$ cat config.mk
export PLATFORM = sky130hd
export DESIGN_NAME = bram_h_fetch_flat
export DESIGN_NICKNAME = d
export VERILOG_FILES = /design/src/rtl/bram_h_fetch_if.sv /design/src/rtl/bram_h_fetch.sv /design/src/flat_wrapper.sv
export SDC_FILE = /design/constraint.sdc
export NUM_CORES = 1
export LEC_CHECK = 0
export CAP_MARGIN = 30
export CORE_ASPECT_RATIO = 1.4
export CORE_MARGIN = 8
export CORE_UTILIZATION = 41
export CTS_CLUSTER_DIAMETER = 120
export CTS_CLUSTER_SIZE = 28
export DETAILED_ROUTE_END_ITERATION = 6
export PLACE_DENSITY = 0.74
export SYNTH_ARGS = -nofsm -noshare
export SYNTH_HDL_FRONTEND = slang
export SYNTH_SLANG_ARGS = --single-unit
export TNS_END_PERCENT = 10
$ cat constraint.sdc
create_clock -name clk -period 1.75 [get_ports clk]
set_clock_uncertainty 0.2 [all_clocks]
set_input_delay 0.175 -clock clk [delete_from_list [all_inputs] [get_ports clk]]
set_output_delay 0.175 -clock clk [all_outputs]
set_load 0.1 [all_outputs]
$ cat src/rtl/bram_h_fetch_if.sv
// Stream interface from the h-vector fetch sequencer to the CNN MAC stage.
//   m_valid  word valid (master -> slave)
//   m_ready  consumer ready (slave -> master); transfer on m_valid & m_ready
//   m_data   ROM word
//   m_index  ROM address the word was read from
//   m_last   final word of the pass
interface bram_h_fetch_if #(
  parameter int unsigned RAM_WIDTH = 4,
  parameter int unsigned ADDR_BITS = 6
);
  logic                 m_valid;
  logic                 m_ready;
  logic [RAM_WIDTH-1:0] m_data;
  logic [ADDR_BITS-1:0] m_index;
  logic                 m_last;

  modport master (
    output m_valid,
    output m_data,
    output m_index,
    output m_last,
    input  m_ready
  );

  modport slave (
    input  m_valid,
    input  m_data,
    input  m_index,
    input  m_last,
    output m_ready
  );
endinterface

$ cat src/rtl/bram_h_fetch.sv
// h-vector ROM fetch sequencer. Owns the ROM address bus, walks START_ADDR..END_ADDR after a
// start request, registers the asynchronous ROM data and streams it out over valid/ready with
// index and last tags.
//
// Ports:
//   clk          rising-edge clock
//   rst_n        asynchronous active-low reset
//   start        1-cycle pass request, honoured only when idle
//   clr          synchronous abort (wins over start), no done pulse
//   addr_vector  ROM address
//   data_in      ROM data, combinational from addr_vector
//   m            output stream (bram_h_fetch_if.master)
//   busy         high while a pass is in progress
//   done         1-cycle pulse after the final word was accepted
//   repeat_cnt   (BRAM_FETCH_REPEAT_EN only) passes per start, 0 treated as 1
//
// Optional feature: define BRAM_FETCH_REPEAT_EN to replay the address range repeat_cnt times
// per start, back-to-back, with m_last/done only at the end of the final pass.
module bram_h_fetch #(
  parameter int unsigned RAM_WIDTH  = 4,
  parameter int unsigned ADDR_BITS  = 6,
  parameter int unsigned START_ADDR = 0,
  parameter int unsigned END_ADDR   = 63
) (
  input  logic                 clk,
  input  logic                 rst_n,
  input  logic                 start,
  input  logic                 clr,
`ifdef BRAM_FETCH_REPEAT_EN
  input  logic [7:0]           repeat_cnt,
`endif
  output logic [ADDR_BITS-1:0] addr_vector,
  input  logic [RAM_WIDTH-1:0] data_in,
  bram_h_fetch_if.master       m,
  output logic                 busy,
  output logic                 done
);

  localparam logic [ADDR_BITS-1:0] StartAddr = ADDR_BITS'(START_ADDR);
  localparam logic [ADDR_BITS-1:0] EndAddr   = ADDR_BITS'(END_ADDR);

  typedef enum logic [1:0] {StIdle, StRun, StFlush} state_e;

  state_e               state_q, state_d;
  logic [ADDR_BITS-1:0] addr_q, addr_d;
  logic [ADDR_BITS-1:0] index_q, index_d;
  logic [RAM_WIDTH-1:0] data_q, data_d;
  logic                 valid_q, valid_d;
  logic                 last_q, last_d;
  logic                 done_q, done_d;

  logic at_end;
  logic final_word;
  logic load;

`ifdef BRAM_FETCH_REPEAT_EN
  // Passes still to run after the current one.
  logic [7:0] pass_q, pass_d;
  assign final_word = at_end && (pass_q == 8'd0);
`else
  assign final_word = at_end;
`endif

  assign at_end = (addr_q == EndAddr);
  // Output register may be refilled when empty or being drained this cycle.
  assign load   = !valid_q || m.m_ready;

  always_comb begin
    state_d = state_q;
    addr_d  = addr_q;
    index_d = index_q;
    data_d  = data_q;
    valid_d = valid_q;
    last_d  = last_q;
    done_d  = 1'b0;
`ifdef BRAM_FETCH_REPEAT_EN
    pass_d  = pass_q;
`endif

    unique case (state_q)
      StIdle: begin
        if (start) begin
          state_d = StRun;
          addr_d  = StartAddr;
`ifdef BRAM_FETCH_REPEAT_EN
          pass_d  = (repeat_cnt == 8'd0) ? 8'd0 : repeat_cnt - 8'd1;
`endif
        end
      end

      StRun: begin
        if (load) begin
          data_d  = data_in;
          index_d = addr_q;
          valid_d = 1'b1;
          last_d  = final_word;
          if (final_word) begin
            // Hold the address on the last word so it never wraps.
            state_d = StFlush;
          end else if (at_end) begin
`ifdef BRAM_FETCH_REPEAT_EN
            addr_d = StartAddr;
            pass_d = pass_q - 8'd1;
`endif
          end else begin
            addr_d = addr_q + 1'b1;
          end
        end
      end

      StFlush: begin
        if (valid_q && m.m_ready) begin
          valid_d = 1'b0;
          last_d  = 1'b0;
          done_d  = 1'b1;
          state_d = StIdle;
        end
      end

      default: state_d = StIdle;
    endcase

    // Abort: nothing in flight survives, address bus keeps its current value.
    if (clr) begin
      state_d = StIdle;
      addr_d  = addr_q;
      index_d = index_q;
      data_d  = data_q;
      valid_d = 1'b0;
      last_d  = 1'b0;
      done_d  = 1'b0;
`ifdef BRAM_FETCH_REPEAT_EN
      pass_d  = 8'd0;
`endif
    end
  end

  always_ff @(posedge clk or negedge rst_n) begin
    if (!rst_n) begin
      state_q <= StIdle;
      addr_q  <= '0;
      index_q <= '0;
      data_q  <= '0;
      valid_q <= 1'b0;
      last_q  <= 1'b0;
      done_q  <= 1'b0;
`ifdef BRAM_FETCH_REPEAT_EN
      pass_q  <= 8'd0;
`endif
    end else begin
      state_q <= state_d;
      addr_q  <= addr_d;
      index_q <= index_d;
      data_q  <= data_d;
      valid_q <= valid_d;
      last_q  <= last_d;
      done_q  <= done_d;
`ifdef BRAM_FETCH_REPEAT_EN
      pass_q  <= pass_d;
`endif
    end
  end

  assign addr_vector = addr_q;
  assign m.m_valid   = valid_q;
  assign m.m_data    = data_q;
  assign m.m_index   = index_q;
  assign m.m_last    = last_q;
  assign busy        = (state_q != StIdle);
  assign done        = done_q;

endmodule

$ cat src/flat_wrapper.sv
// flat-port wrapper written by rule: the top's interface ports become plain ports
module bram_h_fetch_flat 
#(
  parameter int unsigned RAM_WIDTH  = 4,
  parameter int unsigned ADDR_BITS  = 6,
  parameter int unsigned START_ADDR = 0,
  parameter int unsigned END_ADDR   = 63
)
  (clk, rst_n, start, clr, addr_vector, data_in, busy, done, m_m_valid, m_m_data, m_m_index, m_m_last, m_m_ready);
  bram_h_fetch_if #(.RAM_WIDTH(RAM_WIDTH), .ADDR_BITS(ADDR_BITS)) m_i ();
  input  logic clk;
  input  logic rst_n;
  input  logic start;
  input  logic clr;
  output logic [ADDR_BITS-1:0] addr_vector;
  input  logic [RAM_WIDTH-1:0] data_in;
  output logic busy;
  output logic done;
  output wire logic [$bits(m_i.m_valid)-1:0] m_m_valid;
  output wire logic [$bits(m_i.m_data)-1:0] m_m_data;
  output wire logic [$bits(m_i.m_index)-1:0] m_m_index;
  output wire logic [$bits(m_i.m_last)-1:0] m_m_last;
  input wire logic [$bits(m_i.m_ready)-1:0] m_m_ready;
  assign m_m_valid = m_i.m_valid;
  assign m_m_data = m_i.m_data;
  assign m_m_index = m_i.m_index;
  assign m_m_last = m_i.m_last;
  assign m_i.m_ready = m_m_ready;
  bram_h_fetch #(.RAM_WIDTH(RAM_WIDTH), .ADDR_BITS(ADDR_BITS), .START_ADDR(START_ADDR), .END_ADDR(END_ADDR)) u_core (.clk(clk), .rst_n(rst_n), .start(start), .clr(clr), .addr_vector(addr_vector), .data_in(data_in), .m(m_i), .busy(busy), .done(done));
endmodule
==> out/summary.txt <==
Max-slew violation count -> 0
CP Launch Type -> flip-flop
VDD IR max -> 1.14 mV
Die Ht -> 73.5 um
Initial drt markers -> 22
Detailed Place HPWL -> 1.96 mm
RSZ-0062 raised after global routing -> true
Core area -> 2310 um^2
Final setup vio count -> 3
Slew HR -> 81.5%
Routed length on met2 -> 1.32 mm
Clk root buf -> clkbuf_4
Final net count -> 146
Initial Utilization -> 41.9%
Outcome -> complete, but fails checks
DR DRC count -> 0
Syn-to-layout area delta -> 77.1%
Mapped Area -> 968 um^2
Vias in the first global route -> 921
Post-route setup slack -> -0.0377 ns
Grt ovf -> 0
Via Count -> 882
Failing checks -> negative hold slack, negative setup slack
PortBufs -> 28
Reg clk slew, reported paths -> 0.11 ns
P_leak -> 0.757 nW
First-pass GRT wire length -> 4.35 mm
Crit path DAT -> 1.79 ns
FF-to-FF path depth -> 4
Pre-CTS setup slack -> -0.271 ns
Max-cap violations -> 0
GRT Total Usage -> 12.6%
Max Fanout on Critical Path -> 7
Ant diodes -> 0
Fin. Hold Viols -> 19
Sequential-to-total area share from yosys stat -> 54.3%
Yosys warning count -> 0
Cells after Synth -> 84
WS Path Type -> flip-flop to flip-flop
Nature of the critical path endpoint -> flip-flop
Die W -> 57.1 um
Hold Path Class -> input port to asynchronous set/reset pin
Final min period -> 1.79 ns
Full die area -> 4200 um^2
Routability cong. -> 0.826
Layout cells sized above 1 -> 53.3%
WL met3 -> 178 um
DR top layer -> met4
Post-Route Utilization -> 74.2%
Syn_nets -> 94
Synth Area per Inst -> 11.5 um^2
Period utilisation layout -> 102%
Antenna violation net count after detailed routing -> 0
Routed wire length -> 2.61 mm
Final-layout fill cell count -> 165
CTS max path bufs -> 2
Sink Count -> 21
First-pass detailed-route iteration total -> 4
Yosys cell types -> 31
Row cnt -> 21
Clock H-tree levels -> 1
CTS tree -> done
Vias per inst -> 5.58
Met1 WL -> 1.08 mm
Total CTS buffers -> 3
Yosys reg bits -> 21
Pwr per Cell Area -> 1470 nW/um^2
Max Freq -> 0.559 GHz
Initial antenna violation count -> 0
WL/cell -> 16.5 um
Worst hold slack -> -0.00374 ns
Io pins -> 29
Worst Max-Slew Pin Slew -> 0.278 ns
Later-pin clock latency in the skew report -> 0.31 ns
Pin count of the biggest net entering global routing -> 22
Data required time of the worst path -> 1.75 ns
## critical path, cell delays in order, from the launching register on
cell and delay, ns:
dfrtp_1 0.41, or3b_4 0.39, a311o_2 0.43, mux2i_1 0.17
o21ai_1 0.08
## metal layers
layer,vias up,track usage (%)
met4,0,4.19
met2,27,21.5
met3,4,5.01
met1,441,13.7
li1,410,-
met5,-,0
## power breakdown
group          switching, W  leakage [nW]  total [W]  internal [W]
clock network      0.000148        0.0150   0.000237     0.0000891
logic              0.000987         0.478    0.00158      0.000589
registers          0.000104         0.264   0.000711      0.000607
total               0.00124         0.757    0.00252       0.00128
## worst paths after layout
| path | end | slack [ns] | start |
|---|---|---|---|
| min in group clk | u_core.m.m_data[3] | 0.27 | data_in[3] |
| max in group asynchronous | u_core.addr_vector[4] | 1.11 | rst_n |
| worst max register to register | u_core.addr_vector[3] | -0.04 | u_core.state_q[1] |
| worst max-delay path | u_core.addr_vector[3] | -0.04 | u_core.state_q[1] |
| worst min register to register | u_core.m.m_last | 0.37 | u_core.m.m_last |
| worst min-delay path | u_core.m.m_index[5] | -0.004 | rst_n |
## metrics by stage
step | area [um^2] | hold WS (ns) | instances | setup TNS, ns | power (W)
floorplan | 1010 | -0.321 | 84 | -0.756 | 0.00162
global placement | 1630 | 0.333 | 149 | -3.18 | 0.00225
detailed placement | 1630 | 0.341 | 149 | -4.07 | 0.00228
CTS | 1680 | 0.00560 | 156 | -0.102 | 0.00252
global route | 1720 | 0.0238 | 158 | -0.314 | 0.00260
finish | 1720 | -0.00374 | 158 | -0.0522 | 0.00252
## cell usage in the layout (no fill, tap or decap), types with 2 or more instances in the layout
cell type        Yosys  layout
clkbuf_4             0       3
o31ai_1              2       2
buf_4                1      21
inv_1                3       3
nor2b_1              3       3
dfrtp_1             21      14
nand2_1              5       4
clkdlybuf4s50_1      0       8
a21oi_1              3       3
o21ai_1              1       2
nand3_1              7       7
mux2_2               9       9
buf_12               0      20
dfrtp_4              0       6
mux2i_1              2       2
o21ai_0              6       5
## cell families (layout without fill, tap and decap cells)
group	after synthesis	in the layout	synth area share [%]
multiplexers	11	11	12.5
AND/OR/NAND/NOR	28	28	17.7
adder cells (fa/ha/maj)	1	1	1.29
AO/OA/AOI/OAI	17	17	11.4
flip-flops	21	21	54.3
buffers and inverters	6	57	2.84
## sequential cells by signal, summed over array words and instances (netlist names)
| name | flops |
|---|---|
| u_core.state_q | 2 |
| u_core.m.m_last | 1 |
| u_core.m.m_valid | 1 |
| u_core.done | 1 |
| u_core.m.m_index | 6 |
| u_core.addr_vector | 6 |
| u_core.m.m_data | 4 |
## repair_timing
item	in CTS	in global routing
hold buffers	0	0
resized for setup	2	5
pin swaps	3	4
endpoints found under the hold margin	0	0
endpoints found under the setup margin	5	17
setup buffers	3	2
## synth_stat cells
cell / instances / area share (%)
o21ai_0: 6 / 3.1
or2_2: 1 / 0.65
nor3_1: 1 / 0.52
buf_4: 1 / 0.78
nor2_1: 1 / 0.39
nand2b_1: 1 / 0.65
nand2_1: 5 / 1.9
a311o_1: 1 / 1.0
inv_1: 3 / 1.2
and4b_2: 1 / 1.2
o21ai_1: 1 / 0.52
a31o_1: 1 / 0.90
a21o_1: 1 / 0.78
mux2_2: 9 / 10
a211o_2: 1 / 1.0
a21oi_1: 3 / 1.5
buf_2: 1 / 0.52
dfrtp_1: 21 / 54
clkbuf_1: 1 / 0.39
nand4_1: 1 / 0.65
or4b_1: 2 / 2.1
ha_1: 1 / 1.3
o31ai_1: 2 / 1.5
a311oi_1: 1 / 0.90
and3_2: 1 / 0.78
nor2b_1: 3 / 1.9
or3b_4: 1 / 1.2
mux2i_1: 2 / 2.1
or3_1: 1 / 0.65
nand3_1: 7 / 3.6
nor3b_1: 2 / 1.5
## layout make-up
type                            instances  area [um^2]  area share, %
Timing Repair Buffer                   50          649           37.9
Sequential cell                        21          549           32.0
Multi-Input combinational cell         57          450           26.3
Tap cell                               23         28.8           1.68
Clock buffer                            4         26.3           1.53
Inverter                                3         11.3          0.656
No activity file was read; power rests on OpenSTA's default activity.
